$ cat src/rtl/cpu_pkg.sv
// Shared CPU constants and types for the rename/reorder-buffer slice.
package cpu_pkg;

    localparam int unsigned PREG_WIDTH = 6;
    localparam int unsigned AREG_WIDTH = 5;
    localparam int unsigned ROB_DEPTH  = 16;
    localparam int unsigned TAG_WIDTH  = $clog2(ROB_DEPTH);

    typedef logic [TAG_WIDTH-1:0]  rob_tag_t;
    typedef logic [TAG_WIDTH:0]    rob_count_t;
    typedef logic [PREG_WIDTH-1:0] preg_t;
    typedef logic [AREG_WIDTH-1:0] areg_t;

    typedef struct packed {
        logic  valid;
        logic  done;
        logic  rd_valid;
        areg_t ard;
        preg_t prd;
        preg_t old_prd;
    } rob_entry_t;

endpackage

$ cat src/rtl/reorder_buffer_if.sv
// Rename/execute/free-list facing bundle of the reorder buffer.
interface reorder_buffer_if;
    import cpu_pkg::*;

    logic       alloc_valid;
    logic       alloc_rd_valid;
    areg_t      alloc_ard;
    preg_t      alloc_prd;
    preg_t      alloc_old_prd;
    logic       alloc_ready;
    rob_tag_t   alloc_tag;
    logic       cmpl_valid;
    rob_tag_t   cmpl_tag;
    logic       retire_valid;
    areg_t      retire_ard;
    preg_t      retire_prd;
    logic       push_free_reg;
    preg_t      freed_reg;
    rob_count_t count;

    modport master (
        output alloc_valid, alloc_rd_valid, alloc_ard, alloc_prd, alloc_old_prd,
        output cmpl_valid, cmpl_tag,
        input  alloc_ready, alloc_tag, retire_valid, retire_ard, retire_prd,
        input  push_free_reg, freed_reg, count
    );

    modport slave (
        input  alloc_valid, alloc_rd_valid, alloc_ard, alloc_prd, alloc_old_prd,
        input  cmpl_valid, cmpl_tag,
        output alloc_ready, alloc_tag, retire_valid, retire_ard, retire_prd,
        output push_free_reg, freed_reg, count
    );

endinterface

$ cat src/rtl/rob_ptr.sv
// Wrap-around ROB pointer with increment enable.
module rob_ptr
    import cpu_pkg::*;
(
    input  logic     clk,
    input  logic     rst,
    input  logic     inc,
    output rob_tag_t ptr
);

    // Power-of-two depth: natural overflow gives the modulo wrap.
    always_ff @(posedge clk or negedge rst) begin
        if (!rst) begin
            ptr <= '0;
        end else if (inc) begin
            ptr <= ptr + rob_tag_t'(1);
        end
    end

endmodule

$ cat src/rtl/reorder_buffer.sv
// In-order reorder buffer: allocate at tail, complete out of order, retire at head
// and hand the superseded physical register back to the free list.
module reorder_buffer
    import cpu_pkg::*;
(
    input  logic             clk,
    input  logic             rst,
    reorder_buffer_if.slave  bus
);

    rob_entry_t entries [ROB_DEPTH];
    rob_tag_t   head;
    rob_tag_t   tail;
    rob_count_t count_q;
    logic       alloc_ready;
    logic       alloc_fire;
    logic       retire_fire;

    // Full blocks allocation even when the head retires this edge.
    assign alloc_ready = (count_q != rob_count_t'(ROB_DEPTH));
    assign alloc_fire  = bus.alloc_valid && alloc_ready;
    assign retire_fire = entries[head].valid && entries[head].done;

    assign bus.alloc_ready = alloc_ready;
    assign bus.alloc_tag   = tail;
    assign bus.count       = count_q;

    rob_ptr u_head (
        .clk (clk),
        .rst (rst),
        .inc (retire_fire),
        .ptr (head)
    );

    rob_ptr u_tail (
        .clk (clk),
        .rst (rst),
        .inc (alloc_fire),
        .ptr (tail)
    );

    // Completion only marks live entries; the tag being allocated this edge is not yet live.
    always_ff @(posedge clk or negedge rst) begin
        if (!rst) begin
            for (int i = 0; i < int'(ROB_DEPTH); i++) begin
                entries[i] <= '0;
            end
        end else begin
            if (bus.cmpl_valid && entries[bus.cmpl_tag].valid) begin
                entries[bus.cmpl_tag].done <= 1'b1;
            end
            if (retire_fire) begin
                entries[head].valid <= 1'b0;
            end
            if (alloc_fire) begin
                entries[tail] <= '{valid:    1'b1,
                                   done:     1'b0,
                                   rd_valid: bus.alloc_rd_valid,
                                   ard:      bus.alloc_ard,
                                   prd:      bus.alloc_prd,
                                   old_prd:  bus.alloc_old_prd};
            end
        end
    end

    always_ff @(posedge clk or negedge rst) begin
        if (!rst) begin
            count_q <= '0;
        end else if (alloc_fire && !retire_fire) begin
            count_q <= count_q + rob_count_t'(1);
        end else if (!alloc_fire && retire_fire) begin
            count_q <= count_q - rob_count_t'(1);
        end
    end

    // Retire and free-list outputs pulse for one cycle and load zero otherwise.
    always_ff @(posedge clk or negedge rst) begin
        if (!rst) begin
            bus.retire_valid  <= 1'b0;
            bus.retire_ard    <= '0;
            bus.retire_prd    <= '0;
            bus.push_free_reg <= 1'b0;
            bus.freed_reg     <= '0;
        end else begin
            bus.retire_valid  <= retire_fire;
            bus.retire_ard    <= retire_fire ? entries[head].ard : '0;
            bus.retire_prd    <= retire_fire ? entries[head].prd : '0;
            bus.push_free_reg <= retire_fire && entries[head].rd_valid;
            bus.freed_reg     <= (retire_fire && entries[head].rd_valid) ?
                                 entries[head].old_prd : '0;
        end
    end

endmodule
$ cat src/flat_wrapper.sv
// flat-port wrapper written by rule: the top's interface ports become plain ports
module reorder_buffer_flat import cpu_pkg::*;
  (clk, rst, bus_alloc_valid, bus_alloc_rd_valid, bus_alloc_ard, bus_alloc_prd, bus_alloc_old_prd, bus_cmpl_valid, bus_cmpl_tag, bus_alloc_ready, bus_alloc_tag, bus_retire_valid, bus_retire_ard, bus_retire_prd, bus_push_free_reg, bus_freed_reg, bus_count);
  reorder_buffer_if bus_i ();
  input  logic clk;
  input  logic rst;
  input wire logic [$bits(bus_i.alloc_valid)-1:0] bus_alloc_valid;
  input wire logic [$bits(bus_i.alloc_rd_valid)-1:0] bus_alloc_rd_valid;
  input wire logic [$bits(bus_i.alloc_ard)-1:0] bus_alloc_ard;
  input wire logic [$bits(bus_i.alloc_prd)-1:0] bus_alloc_prd;
  input wire logic [$bits(bus_i.alloc_old_prd)-1:0] bus_alloc_old_prd;
  input wire logic [$bits(bus_i.cmpl_valid)-1:0] bus_cmpl_valid;
  input wire logic [$bits(bus_i.cmpl_tag)-1:0] bus_cmpl_tag;
  output wire logic [$bits(bus_i.alloc_ready)-1:0] bus_alloc_ready;
  output wire logic [$bits(bus_i.alloc_tag)-1:0] bus_alloc_tag;
  output wire logic [$bits(bus_i.retire_valid)-1:0] bus_retire_valid;
  output wire logic [$bits(bus_i.retire_ard)-1:0] bus_retire_ard;
  output wire logic [$bits(bus_i.retire_prd)-1:0] bus_retire_prd;
  output wire logic [$bits(bus_i.push_free_reg)-1:0] bus_push_free_reg;
  output wire logic [$bits(bus_i.freed_reg)-1:0] bus_freed_reg;
  output wire logic [$bits(bus_i.count)-1:0] bus_count;
  assign bus_i.alloc_valid = bus_alloc_valid;
  assign bus_i.alloc_rd_valid = bus_alloc_rd_valid;
  assign bus_i.alloc_ard = bus_alloc_ard;
  assign bus_i.alloc_prd = bus_alloc_prd;
  assign bus_i.alloc_old_prd = bus_alloc_old_prd;
  assign bus_i.cmpl_valid = bus_cmpl_valid;
  assign bus_i.cmpl_tag = bus_cmpl_tag;
  assign bus_alloc_ready = bus_i.alloc_ready;
  assign bus_alloc_tag = bus_i.alloc_tag;
  assign bus_retire_valid = bus_i.retire_valid;
  assign bus_retire_ard = bus_i.retire_ard;
  assign bus_retire_prd = bus_i.retire_prd;
  assign bus_push_free_reg = bus_i.push_free_reg;
  assign bus_freed_reg = bus_i.freed_reg;
  assign bus_count = bus_i.count;
  reorder_buffer u_core (.clk(clk), .rst(rst), .bus(bus_i));
endmodule
$ cat config.mk
export PLATFORM = sky130hd
export DESIGN_NAME = reorder_buffer_flat
export DESIGN_NICKNAME = d
export VERILOG_FILES = /design/src/rtl/cpu_pkg.sv /design/src/rtl/reorder_buffer_if.sv /design/src/rtl/rob_ptr.sv /design/src/rtl/reorder_buffer.sv /design/src/flat_wrapper.sv
export SDC_FILE = /design/constraint.sdc
export NUM_CORES = 1
export LEC_CHECK = 0
export ABC_AREA = 1
export CAP_MARGIN = 10
export CORE_AREA = 2 2 173 175
export CTS_BUF_LIST = sky130_fd_sc_hd__clkbuf_4 sky130_fd_sc_hd__clkbuf_8
export CTS_CLUSTER_DIAMETER = 60
export DETAILED_ROUTE_END_ITERATION = 10
export DIE_AREA = 0 0 175 177
export PLACE_DENSITY = 0.8
export SETUP_SLACK_MARGIN = 0.1
export SYNTH_ARGS = -nofsm -noshare
export SYNTH_HDL_FRONTEND = slang
export SYNTH_HIERARCHICAL = 1
export SYNTH_SLANG_ARGS = --single-unit
$ cat constraint.sdc
create_clock -name clk -period 2.9 [get_ports clk]
set_clock_uncertainty 0.2 [all_clocks]
set_input_delay 0.58 -clock clk [delete_from_list [all_inputs] [get_ports clk]]
set_output_delay 0.58 -clock clk [all_outputs]
set_load 0.01 [all_outputs]
# Word level (Yosys, flattened, before mapping)
# Cells that the tools add are included.
# totals
elab_cells	153
regBits	352
output_inout_bits	29
# classes
n_reduce_logical	12
n_lt_le_gt_ge	6
n_eq_ne	1
bitwise_logic	3
mux	23
addsub	4
# op_table
op	n
$bwmux W320	3
$mux W320	3
$demux W20 S4	3
$bmux W20 S4	2
$mux W20	6
$mux W19	1
$ge A5 B5 Y1 const B	3
$lt A5 B1 Y1 const B	3
$mux W5	3
$not A4 Y5	3
$mux W6	2
$logic_and A1 B1 Y1	9
$add A4 B1 Y4 const B	2
$add A5 B1 Y5 const B	1
$ne A5 B5 Y1 const B	1
$sub A5 B1 Y5 const B	1
$logic_not A1 Y1	2
$reduce_bool A2 Y1	1

# Depth between registers and ports, before layout
# Gate-level depths: netlist (run 1).
# logic_depth
word_depth	11
mapped_depth	22

# By module
# Netlist (run 1), hierarchy kept.
# modules_own_cells
module	n_inst	area_per_inst_um2	cells_each
reorder_buffer	1	15481.1	1864
rob_ptr	2	177.7	19

# Worst setup path before layout (run 1)
# No wires, ideal clock.
# synth_path
path_kind	register to register
start	reg u_core.u_head.ptr[0]
end	reg u_core.count_q[4] (netlist: u_core/bus.count[4])
path_slack_ns	-0.060
period_less_slack_ns	2.960
required_time_ns	2.577
t_arrival_ns	2.637
setup_time_ns	0.123
stages_incl_launch_ff	22
path_cell_list	dfrtp_1 buf_4 buf_6 o21ai_1 nand2_1 nand2_1 nand2_1 nand2_1 inv_2 nand2_4 nand2_1 buf_6 buf_6 ha_1 fa_1 inv_1 nand2_1 a21oi_1 nor2_1 nand2_1 nand3_1 xor2_1
# synth_between
elab_chain_cells	8
# synth_lines
item	line	rtl
start: declaration	rob_ptr.sv:8	output rob_tag_t ptr
start signal: assignment	rob_ptr.sv:16	ptr <= ptr + rob_tag_t'(1);
$not A4 Y5 (not written as such) *	reorder_buffer.sv:22	assign retire_fire = entries[head].valid && entries[head].done;
$bmux W20 S4 *	reorder_buffer.sv:22	
$mux W20 (not written as such) * (2 in series)	reorder_buffer.sv:22	
$logic_and A1 B1 Y1 *	reorder_buffer.sv:22	
$logic_not A1 Y1	reorder_buffer.sv:69	end else if (alloc_fire && !retire_fire) begin
$logic_and A1 B1 Y1	reorder_buffer.sv:69	
$mux W5 / $reduce_bool A2 Y1 (equally long branches)	--	
end signal: assignment	reorder_buffer.sv:70	count_q <= count_q + rob_count_t'(1);
end signal: assignment	reorder_buffer.sv:72	count_q <= count_q - rob_count_t'(1);
end: declaration	reorder_buffer.sv:14	rob_count_t count_q;
# Mark *: on every way between the ends. The rest lies on a longest branch, timed or not. The select of a mux whose other input is x is not followed.
# A chain may end at the register's enable or synchronous reset.

# Worst setup path after layout (run 1)
# Same ends and word-level chain as after synthesis.

==> flow_summary_export.csv, run 1 <==
group,metric,value,unit
placement,place_congestion,0.886,
floorplanning,pin_count,55,
finish,largest_reg_flops,320,
sta,slew_headroom,0.500,
global_routing,grt_pass1_vias,13500,
finish,layout.nets,1975,
logic_synthesis,yosysWarnings,6,
placement,port-buffer-count,54,
logic_synthesis,netlist_instances,1902,
sta,layout_min_cycle_time,2810,ps
finish,fillers,2386,
worst_setup_path,timing.rr.end,"u_core/bus.count[4]$_DFFE_PN0P_",
clock_tree,clk_pin_slew,70,ps
sta,hold_viol_final,0,
drt,drc,0,
logic_synthesis,ys_seq_area_frac,0.556,
power_and_ir_drop,p_leak,8.96,nW
finish,utilization,0.626,
drt,wl_per_cell,18.6,um
drt,drtIter0Drc,1516,
clock_tree,clk_latency,610,ps
placement,dp_hpwl,24500,um
clock_tree,cts_tree,"done",
worst_setup_path,timing.rr.start,"u_core/u_head/ptr[0]$_DFFE_PN0P_",
worst_setup_path,crit_path_end_kind,"flip-flop",
logic_synthesis,synth-edff-count,0,
drt,ant_nets,0,
drt,routed_via_density,5.80,
sta,worstMarginPinSlew,750,ps
worst_setup_path,path_buf_inv,3,
clock_tree,clockRootBuffer,"clkbuf_8",
logic_synthesis,synth.distinct_cells,33,
power_and_ir_drop,pwr_density_cell,1170,nW/um2
worst_setup_path,crit_slowest_cell,"dfrtp_4",
logic_synthesis,ys.flop_type,"dfrtp_1",
worst_setup_path,crit_chain,"clkbuf_16, o21ai_1, nand2_1, nand2_1, nand2_1, nand2_1, inv_2, nand2_4, nand2_4, ha_4, fa_2, inv_1, nand2_1, a21oi_2, nor2_1, nand2_1, nand3_2, xor2_1",
clock_tree,clk_path_buf_depth,3,
power_and_ir_drop,p_total,21.4,mW
global_routing,grt_max_degree,89,
sta,period_share,0.970,
logic_synthesis,ys_top_cells_by_count,"nand2_1 (524), o21ai_0 (384), dfrtp_1 (352)",
logic_synthesis,ys_ff_latch,352,
worst_setup_path,required,3180,ps
floorplanning,placementRows,63,
global_routing,grt_pass1_wl,71300,um
worst_setup_path,crit_fanout,8,
floorplanning,die-area,31000,um2
logic_synthesis,ys_async_sr_fraction,1.00,
worst_setup_path,crit_family,"simple AND/OR/NAND/NOR gates",
sta,finalMaxSlewViolations,0,
hold_path,hp-start,"u_core/entries[213]$_DFFE_PN0P_",
logic_synthesis,synth.most_common_cell,"nand2_1",
logic_synthesis,postSynthAreaPerCell,8.33,um2
floorplanning,fp.dieW,175,um
global_routing,grt_usage,0.292,
run,maxCapViolCount,0,
worst_setup_path,worst-setup-path-type,"reg2reg",
drt,first_pass_iters,6,
clock_tree,cts_buffers,55,
worst_setup_path,critPathLaunchType,"flip-flop",
clock_tree,htree_levels,2,
floorplanning,die_h,177,um
worst_setup_path,cp-startpoint,"u_core/u_head/ptr[0]$_DFFE_PN0P_",
global_routing,overflow,0,
worst_setup_path,worst_path_largest_cell_delay,560,ps
drt,routed_wl,44200,um
hold_path,holdPathStages,2,
logic_synthesis,syn_nets,1936,
floorplanning,start_util,0.542,
run_status,status,"completed",
drt,vias,13800,
hold_path,hp-class,"reg2reg",
logic_synthesis,netlist_area,15800,um2
hold_path,hold_end,"u_core/entries[213]$_DFFE_PN0P_",
logic_synthesis,netlist.area_leader.share,0.556,
sta,fmax,356,MHz
finish,diodes,0,
floorplanning,core_area,29200,um2
global_routing,antenna_found_initial,0,
worst_setup_path,rrSetupSlack,90,ps
sta,setup_viol,0,
logic_synthesis,yosysTopAreaCell,"dfrtp_1",
worst_setup_path,cp.arrival,3090,ps
clock_tree,clkSinkCount,352,
sta,rsz0062_at_grt,"yes",
power_and_ir_drop,vdd_drop_max,0.000638,V
worst_setup_path,crit_path_frequent_cell,"nand2_1",
finish,area_growth,15.7,%
finish,drive_above_1_share,0.0944,
logic_synthesis,netlist_top_cells_area,"dfrtp_1 (56%), nand2_1 (12%), o21ai_0 (12%), inv_1 (3.5%), o22ai_1 (2.7%)",
worst_setup_path,rr_worst_depth,18,
[area by class of cell]
class / instances / area, um2 / share of cell area
Tap cell: 390 / 488 / 0.0266
Sequential cell: 352 / 8810 / 0.481
Inverter: 158 / 596 / 0.0325
Clock inverter: 4 / 51.3 / 0.00280
Clock buffer: 93 / 1140 / 0.0624
Multi-Input combinational cell: 1256 / 5850 / 0.320
Timing Repair Buffer: 118 / 1370 / 0.0750
[stage by stage]
step | std cells | cell area [um2] | TNS [ps] | hold WS (ps) | setup WS, ps
after detailed placement | 2268 | 17000 | 0 | 268 | 3.83
after CTS | 2369 | 18300 | 0 | 283 | 115
after floorplan | 1902 | 15900 | 0 | 84.4 | 77.6
after global routing | 2371 | 18300 | -34.9 | 299 | -34.9
after global placement | 2268 | 17000 | 0 | 260 | 117
final | 2371 | 18300 | 0 | 279 | 87.5
[what timing repair did]
action	CTS	global route
setup buffers	3	1
setup endpoints to repair	1	2
pin swaps	0	2
cloned	0	1
hold buffers	1	0
hold endpoints to repair	75	0
gates resized for setup	3	7
[metal layers]
| metal | up-vias | part of all wire | wire [um] | track usage |
|---|---|---|---|---|
| met3 | 140 | 0.084 | 3690 | 0.0447 |
| met5 | - | 0 | 0 | 0 |
| met1 | 6626 | 0.40 | 17700 | 0.384 |
| met2 | 689 | 0.48 | 21100 | 0.485 |
| li1 | 6305 | - | - | - |
| met4 | 0 | 0.039 | 1740 | 0.128 |
[worst max-delay path by stage]
stage	end	slack, ps	cells after the start
finish	u_core/bus.count[4]$_DFFE_PN0P_	90	18
global route	u_core/bus.count[4]$_DFFE_PN0P_	-30	19
CTS	u_core/bus.count[4]$_DFFE_PN0P_	120	19
detailed placement	u_core/bus.count[4]$_DFFE_PN0P_	4	18
global placement	u_core/bus.count[4]$_DFFE_PN0P_	120	18
floorplan	u_core/bus.count[4]$_DFFE_PN0P_	80	21
[placed cells by master, fill, tap and decap left out, drive strengths merged, types with 2 or more instances in the layout]
cell and count:
nand2 527, o21ai 427, dfrtp 352, inv 158
clkbuf 94, nor2 91, o22ai 69, buf 63
clkdlybuf4s50 53, nand3 53, a21oi 21, nand4 13
nor3 11, o31ai 10, a21boi 10, ha 7
xor2 6, nand3b 5, o21a 2, clkinv 2
[where the power goes]
group	total [mW]	internal [mW]	switching, mW	leakage (nW)
clock	4.45	2.55	1.91	0.634
combinational	8.44	3.22	5.22	3.84
sequential	8.46	7.13	1.33	4.49
[tightest hold or removal path, cell delays in order (launching register included)]
cell and delay, ps:
dfrtp_1 330, nand2_1 50, o21ai_0 60
[kinds of logic (layout without fill, tap and decap cells)]
logic type	Yosys count	count (layout)	synth area share
xor+xnor	7	7	0.00387
buf+inv	294	373	0.0774
compound gates	541	541	0.180
flops	352	352	0.556
simple gates	700	700	0.175
fa+ha+maj	8	8	0.00679
(Power assumes the default switching activity.)
==> run 2, diff against run 1 <==
Settings changed: CORE_AREA 2 2 173 175 to 8 8 179 181, DIE_AREA 0 0 175 177 to 0 0 187 189.
==> run 2 against run 1 <==
Utilization increased by 0.15 points. First-iteration DRC count about the same. Routed wire length increased by 0.65%. Die area increased by 14%. Sequential power about the same. Worst hold slack about the same. Global-route usage decreased by 4.4 points.
==> flow_summary_export.csv, run 2 (synthesis results as in run 1) <==
group,metric,value,unit
drt,routed.top_layer,"met5",
drt,drt-met1-wl,17700,um
finish,final_cell_mix,"nand2_1 (520), o21ai_0 (383), dfrtp_1 (351)",
floorplanning,die-area,35300,um2
placement,dp_cells,2259,
worst_setup_path,crit_family,"simple AND/OR/NAND/NOR gates",
sta,finalMaxSlewViolations,0,
worst_setup_path,cp-startpoint,"u_core/u_head/ptr[0]$_DFFE_PN0P_",
drt,wl_per_cell,18.8,um
finish,instances_no_fill,2368,
clock_tree,clkSinkCount,352,
floorplanning,placementRows,63,
drt,drtIter0Drc,1517,
floorplanning,core_area,29200,um2
worst_setup_path,worst-setup-path-type,"reg2reg",
sta,worstMarginPinSlew,544,ps
finish,diodes,0,
placement,port-buffer-count,54,
finish,largest_reg_flops,320,
power_and_ir_drop,p_leak,8.98,nW
drt,ant_nets,0,
sta,period_share,0.974,
clock_tree,htree_levels,2,
drt,routed_via_density,5.80,
worst_setup_path,timing.rr.end,"u_core/bus.count[4]$_DFFE_PN0P_",
clock_tree,clk_pin_slew,60,ps
finish,area_growth,15.9,%
floorplanning,die_h,189,um
sta,hold_ws,278,ps
worst_setup_path,cp.arrival,3100,ps
sta,worst_slack,76.5,ps
drt,dr_wl_met2,20700,um
sta,rsz0062_at_grt,"yes",
worst_setup_path,rr_worst_depth,18,
drt,dr_wl_met3,3960,um
sta,layout_min_cycle_time,2820,ps
sta,fmax,354,MHz
hold_path,hp-class,"reg2reg",
worst_setup_path,crit_path_frequent_cell,"nand2_1",
drt,first_pass_iters,6,
worst_setup_path,timing.rr.start,"u_core/u_head/ptr[0]$_DFFE_PN0P_",
worst_setup_path,critPathLaunchType,"flip-flop",
worst_setup_path,crit_fanout,5,
power_and_ir_drop,pwr_density_cell,1180,nW/um2
drt,routed_wl,44400,um
hold_path,holdPathStages,2,
sta,slew_headroom,0.637,
sta,setup_viol,0,
finish,drive_above_1_share,0.0940,
placement,dp_hpwl,24500,um
floorplanning,pin_count,55,
worst_setup_path,crit_slowest_cell,"dfrtp_4",
clock_tree,cts_tree,"done",
placement,place_congestion,0.888,
global_routing,grt_pass1_vias,13300,
worst_setup_path,path_buf_inv,3,
floorplanning,start_util,0.542,
clock_tree,clockRootBuffer,"clkbuf_8",
finish,layout.nets,1966,
clock_tree,clk_latency,590,ps
worst_setup_path,worst_path_largest_cell_delay,550,ps
worst_setup_path,crit_chain,"clkbuf_16, o21ai_1, nand2_1, nand2_1, nand2_1, nand2_1, inv_2, nand2_4, nand2_4, ha_4, fa_2, inv_1, nand2_1, a21oi_2, nor2_1, nand2_1, nand3_1, xor2_1",
clock_tree,cts_buffers,56,
global_routing,grt_max_degree,75,
global_routing,grt_usage,0.248,
global_routing,antenna_found_initial,1,
clock_tree,clk_path_buf_depth,3,
finish,utilization,0.628,
drt,drc,0,
finish,fillers,2365,
hold_path,hp-start,"u_core/entries[297]$_DFFE_PN0P_",
worst_setup_path,path_depth,18,
sta,hold_viol_final,0,
finish,layout_commonest_cell,"nand2_1",
run,maxCapViolCount,0,
global_routing,grt_pass1_wl,71000,um
worst_setup_path,crit_path_end_kind,"flip-flop",
drt,vias,13700,
worst_setup_path,required,3180,ps
global_routing,overflow,0,
run_status,status,"completed",
worst_setup_path,rrSetupSlack,80,ps
hold_path,hold_end,"u_core/entries[297]$_DFFE_PN0P_",
power_and_ir_drop,vdd_drop_max,0.000593,V
placement,post-place-ws,-32.1,ps
floorplanning,fp.dieW,187,um
run 2: cell types whose count changed in the layout (fill, tap and decap cells not counted), sizes merged:
cell	delta
clkdlybuf4s50	-1
clkinvlp	-1
bufinv	+3
dlymetal6s2s	+1
buf	-10
clkinv	+10
clkbuf	-5
run 2: what timing repair did:
action / in CTS / in global routing
endpoints found under the setup margin: 1 / 1
gates resized for setup: 2 / 10
hold buffers: 1 / 0
gates cloned: 0 / 1
hold endpoints to repair: 56 / 0
pin swaps: 0 / 3
buffers inserted: 3 / 0
run 2: area by class of cell:
class,instances,area [um2],share of cell area
Clock buffer,88,1130,0.0615
Clock inverter,16,184,0.0100
Inverter,158,596,0.0324
Multi-Input combinational cell,1256,5870,0.320
Sequential cell,352,8810,0.480
Tap cell,390,488,0.0266
Timing Repair Buffer,108,1280,0.0700
run 2: metal layers:
| metal | up-vias | GRT usage |
|---|---|---|
| met2 | 712 | 0.407 |
| met4 | 2 | 0.121 |
| li1 | 6295 | - |
| met3 | 155 | 0.0436 |
| met5 | - | 0 |
| met1 | 6579 | 0.317 |
run 2: how the worst max path moves through the flow:
stage                                      end  slack (ps)
2_1_floorplan  u_core/bus.count[4]$_DFFE_PN0P_          80
3_3_place_gp   u_core/bus.count[4]$_DFFE_PN0P_         130
3_5_place_dp   u_core/bus.count[4]$_DFFE_PN0P_         -30
4_1_cts        u_core/bus.count[4]$_DFFE_PN0P_         130
5_1_grt        u_core/bus.count[4]$_DFFE_PN0P_         -90
6_report       u_core/bus.count[4]$_DFFE_PN0P_          80
run 2: power by group:
group	switching (mW)	internal, mW	leakage, nW
clock network	1.97	2.84	0.703
logic	5.28	3.20	3.78
registers	1.33	7.13	4.49
total	8.57	13.2	8.98
run 2: tightest hold or removal path: stages (launching register included):
cell and delay [ps]:
dfrtp_1 340, nand2_1 50, o21ai_0 60
run 2: per-stage QoR:
step | TNS (ps) | total power [mW] | instance area, um2
6_report | 0 | 21.7 | 18400
4_1_cts | 0 | 21.5 | 18300
3_5_place_dp | -32.1 | 16.5 | 16900
2_1_floorplan | 0 | 13.7 | 15900
3_3_place_gp | 0 | 16.1 | 16900
5_1_grt | -91.9 | 23.2 | 18400
==> run 3, diff against run 2 <==
Settings changed: PLACE_DENSITY 0.8 to 0.77.
Clock period 2.9 ns to 2.96 ns, I/O delays scaled along.
==> run 3 against run 2 <==
Cell count is the same. Maximum frequency grew 1.5%. Clock-buffer cell count grew 3. Critical path depth grew 2. Sequential power shrank 2%. Worst hold slack gained 1.5 ps. Critical path type unchanged. Largest power group unchanged.
==> flow_summary_export.csv, run 3 (synthesis results as in run 1) <==
group,metric,value,unit
worst_setup_path,worst_path_largest_cell_delay,480,ps
worst_setup_path,crit_family,"simple AND/OR/NAND/NOR gates",
clock_tree,htree_levels,2,
finish,fillers,2484,
worst_setup_path,crit_chain,"buf_12, clkinv_8, nand2_4, nor2_2, nor2_1, nand2_1, nand2_1, nand2_1, inv_2, nand2_4, nand2_4, ha_4, fa_2, inv_1, nand2_1, a21oi_2, nor2_1, nand2_1, nand3_2, xor2_1",
clock_tree,clockRootBuffer,"clkbuf_8",
floorplanning,start_util,0.542,
worst_setup_path,crit_fanout,8,
drt,wl_per_cell,18.7,um
drt,first_pass_iters,5,
floorplanning,die_h,189,um
worst_setup_path,cp-startpoint,"u_core/u_head/ptr[0]$_DFFE_PN0P_",
clock_tree,clkSinkCount,352,
global_routing,grt_max_degree,75,
floorplanning,fp.dieW,187,um
sta,fmax,359,MHz
run_status,status,"completed",
floorplanning,die-area,35300,um2
drt,ant_nets,0,
worst_setup_path,endpoint,"u_core/bus.count[4]$_DFFE_PN0P_",
drt,routed_via_density,5.72,
clock_tree,clk_path_buf_depth,3,
finish,largest_reg_flops,320,
worst_setup_path,timing.rr.start,"u_core/u_head/ptr[0]$_DFFE_PN0P_",
worst_setup_path,path_depth,20,
worst_setup_path,critPathLaunchType,"flip-flop",
drt,vias,13500,
sta,setup_viol,0,
floorplanning,core_area,29200,um2
finish,layout_commonest_cell,"nand2_1",
sta,period_share,0.940,
worst_setup_path,rr_worst_depth,20,
sta,worstMarginPinSlew,566,ps
clock_tree,cts_tree,"done",
run,maxCapViolCount,0,
finish,final_cell_mix,"nand2_1 (521), o21ai_0 (382), dfrtp_1 (350)",
finish,multi_input_area,5860,um2
worst_setup_path,crit_path_frequent_cell,"nand2_1",
finish,layout.nets,1971,
placement,place_congestion,0.939,
power_and_ir_drop,p_leak,8.96,nW
sta,hold_viol_final,0,
placement,port-buffer-count,54,
sta,finalMaxSlewViolations,0,
placement,dp_hpwl,25100,um
finish,drive_above_1_share,0.0940,
floorplanning,pin_count,55,
clock_tree,clk_latency,590,ps
finish,diodes,0,
global_routing,grt_pass1_vias,13100,
worst_setup_path,worst-setup-path-type,"reg2reg",
sta,layout_min_cycle_time,2780,ps
finish,ff_latch_area,8810,um2
sta,slew_headroom,0.622,
worst_setup_path,path_buf_inv,4,
global_routing,overflow,0,
global_routing,grt_pass1_wl,70600,um
global_routing,antenna_found_initial,1,
worst_setup_path,timing.rr.end,"u_core/bus.count[4]$_DFFE_PN0P_",
power_and_ir_drop,vdd_drop_max,0.000541,V
worst_setup_path,crit_slowest_cell,"dfrtp_2",
worst_setup_path,rrSetupSlack,180,ps
power_and_ir_drop,p_total,20.9,mW
clock_tree,cts_buffers,56,
worst_setup_path,cp.arrival,3060,ps
drt,drc,0,
drt,routed_wl,44200,um
drt,drtIter0Drc,1298,
worst_setup_path,crit_path_end_kind,"flip-flop",
power_and_ir_drop,pwr_density_cell,1150,nW/um2
global_routing,grt_usage,0.247,
clock_tree,clk_pin_slew,60,ps
finish,area_growth,15.5,%
floorplanning,placementRows,63,
worst_setup_path,required,3240,ps
sta,rsz0062_at_grt,"yes",
sta,setup_tns,0,ps
hold_path,hp-class,"reg2reg",
## run 3: changes by cell type in the layout (fill, tap and decap cells not counted), moves of 3 or more
cell       delta
buf_4         +5
clkbuf_4      +6
clkbuf_8      -3
bufinv_16     -4
clkinv_2      -4
## run 3: power breakdown
group	switching [mW]	leakage (nW)	internal, mW
Sequential	1.29	4.49	6.98
Combinational	5.16	3.83	3.23
Clock	1.88	0.639	2.41
Total	8.33	8.96	12.6
## run 3: layout make-up
type / instances / share of cell area
inverter: 158 / 0.0331
sequential: 352 / 0.482
clock buffer: 91 / 0.0620
tap: 390 / 0.0267
clock inverter: 8 / 0.00253
timing repair buffer: 113 / 0.0735
multi-input combinational: 1256 / 0.320
## run 3: worst min-delay path by stage
stage | depth (start not counted) | end | slack (ps) | from
after floorplan | 0 | u_core/bus.count[0]$_DFFE_PN0P_ | 100 | rst
after detailed placement | 2 | u_core/entries[121]$_DFFE_PN0P_ | 270 | u_core/entries[121]$_DFFE_PN0P_
after global routing | 2 | u_core/entries[206]$_DFFE_PN0P_ | 300 | u_core/entries[206]$_DFFE_PN0P_
final | 2 | u_core/entries[206]$_DFFE_PN0P_ | 280 | u_core/entries[206]$_DFFE_PN0P_
after global placement | 2 | u_core/entries[121]$_DFFE_PN0P_ | 260 | u_core/entries[121]$_DFFE_PN0P_
after CTS | 2 | u_core/entries[206]$_DFFE_PN0P_ | 280 | u_core/entries[206]$_DFFE_PN0P_
## run 3: through the flow
stage          cells  cell area, um2  hold WS [ps]  utilization  setup WS, ps
6_report        2368           18300           280        0.625           178
5_1_grt         2368           18300           297        0.625          39.8
4_1_cts         2362           18100           282        0.621           151
3_5_place_dp    2262           17000           268        0.580          70.9
3_3_place_gp    2262           17000           261        0.580           150
2_1_floorplan   1902           15800          96.4            -           108
## run 3: worst min-delay path, stage by stage (launching register included)
cell	delay (ps)
dfrtp_1	340
nand2_1	50
o21ai_0	60
## run 3: repair_timing
item	4_1_cts	5_1_grt
setup buffers	0	3
hold buffers	1	0
pin swaps	0	6
resized for setup	2	14
endpoints found under the hold margin	62	0
endpoints found under the setup margin	1	1
gates cloned	0	3
## run 3: routing by layer
| layer | wire, um | track usage | vias to the layer above |
|---|---|---|---|
| met5 | 13 | 0 | - |
| met4 | 1440 | 0.0935 | 2 |
| li1 | - | - | 6298 |
| met1 | 18300 | 0.328 | 6512 |
| met2 | 20400 | 0.395 | 610 |
| met3 | 4110 | 0.0541 | 119 |
==> edit, RTL diff (flow settings as in run 3) <==
Make the reset (`rst`) synchronous in 4 clocked blocks.
--- a/src/rtl/rob_ptr.sv
+++ b/src/rtl/rob_ptr.sv
@@ -10,5 +10,5 @@
 
     // Power-of-two depth: natural overflow gives the modulo wrap.
-    always_ff @(posedge clk or negedge rst) begin
+    always_ff @(posedge clk) begin
         if (!rst) begin
             ptr <= '0;
--- a/src/rtl/reorder_buffer.sv
+++ b/src/rtl/reorder_buffer.sv
@@ -41,5 +41,5 @@
 
     // Completion only marks live entries; the tag being allocated this edge is not yet live.
-    always_ff @(posedge clk or negedge rst) begin
+    always_ff @(posedge clk) begin
         if (!rst) begin
             for (int i = 0; i < int'(ROB_DEPTH); i++) begin
@@ -64,5 +64,5 @@
     end
 
-    always_ff @(posedge clk or negedge rst) begin
+    always_ff @(posedge clk) begin
         if (!rst) begin
             count_q <= '0;
@@ -75,5 +75,5 @@
 
     // Retire and free-list outputs pulse for one cycle and load zero otherwise.
-    always_ff @(posedge clk or negedge rst) begin
+    always_ff @(posedge clk) begin
         if (!rst) begin
             bus.retire_valid  <= 1'b0;
Formal check against the unedited RTL: differs if rst is asserted again (counterexample within 4 cycles, from zero or initial values and one cycle with rst low); with rst held inactive, the same outputs for 4 cycles.
==> edit against run 3 <==
  * Synthesized area decreased by 2.4%
  * Hold slack got worse by 0.14 ns
  * Wire length decreased by 7.7%
  * Cell count decreased by 13%
  * Via count decreased by 13%
  * Worst setup slack improved by 0.051 ns
  * Critical path depth decreased by 1
  * Global-route usage decreased by 2.1 points
  * Sequential cell count unchanged
  * Final area decreased by 2.8%
  * Critical path type unchanged
Power is not compared: it rests on default switching activity, and its combinational part moved more than twofold at a synthesized area within 25%.
==> edit: results (changes against run 3) <==
Status: finished clean (unchanged)
Vias in the first global route: 11.72k (was 13.05k)
Slew HR: 0.5525 (was 0.6220)
Adder-Cell Fraction of Synth Area: 0.006152 (was 0.006795)
R2R Setup Slk: 0.23 ns (was 0.18 ns)
Top cells by area, synth: edfxtp_1, nor2_1, dfxtp_1, nand2_1, a22oi_1 (was dfrtp_1, nand2_1, o21ai_0, inv_1, o22ai_1)
Synth cell count leaders: nor2_1, nand2_1, edfxtp_1 (was nand2_1, o21ai_0, dfrtp_1)
Initial antenna violation count: 0 (was 1)
Met3 wire length: 3.456 mm (was 4.110 mm)
Cells after Synth: 1,538 (was 1,902)
Worst R2R Path Depth: 19 (was 20)
Wl on met1: 15.82 mm (was 18.26 mm)
Post-DP HPWL: 26.08 mm (was 25.09 mm)
Pre-antenna DRT Iters: 6 (was 5)
Slowest CP cell: fa_2 (was dfrtp_2)
GPL Wtd Cong: 0.8961 (was 0.9391)
Top sig layer: met4 (was met5)
Drt initial violations: 1,119 (was 1,298)
Critical Path Fanout Max: 10 (was 8)
RR Endpoint: u_core/bus.count[4] (unchanged)
Hold_buf cts: 0 (was 1)
Syn_nets: 1,571 (was 1,936)
Asr flop ratio synth: 0 (was 1.000)
Worst hold margin: 0.1440 ns (was 0.2796 ns)
Post-synthesis compound-gate area fraction: 0.08451 (was 0.1802)
Hold path cells: 3 (was 2)
==> edit: stage by stage <==
step / setup slack, ns / total power [mW]
after floorplan: 0.2061 / 6.069
after global placement: 0.1853 / 6.308
after detailed placement: 0.1033 / 6.331
after CTS: 0.1417 / 10.40
after global routing: 0.05666 / 10.73
final: 0.2291 / 10.37
==> edit: worst min-delay path, stage by stage <==
cell,delay (ns)
buf_2,0.09
inv_1,0.09
a21oi_2,0.12
==> edit: final cells by class <==
class / count / area (um^2) / area share
inverters: 72 / 282.8 / 0.01591
clock buffers: 84 / 993.5 / 0.05589
well taps: 390 / 488.0 / 0.02745
flip-flops and latches: 352 / 9931 / 0.5587
clock inverters: 19 / 132.6 / 0.007462
repair buffers: 125 / 1169 / 0.06575
multi-input cells: 1012 / 4778 / 0.2688
==> edit: timing repair <==
| item | CTS | global route |
|---|---|---|
| pin swaps | 0 | 2 |
| gates resized for setup | 1 | 8 |
| endpoints found under the setup margin | 1 | 2 |
| endpoints found under the hold margin | 0 | 0 |
| buffers inserted | 0 | 5 |
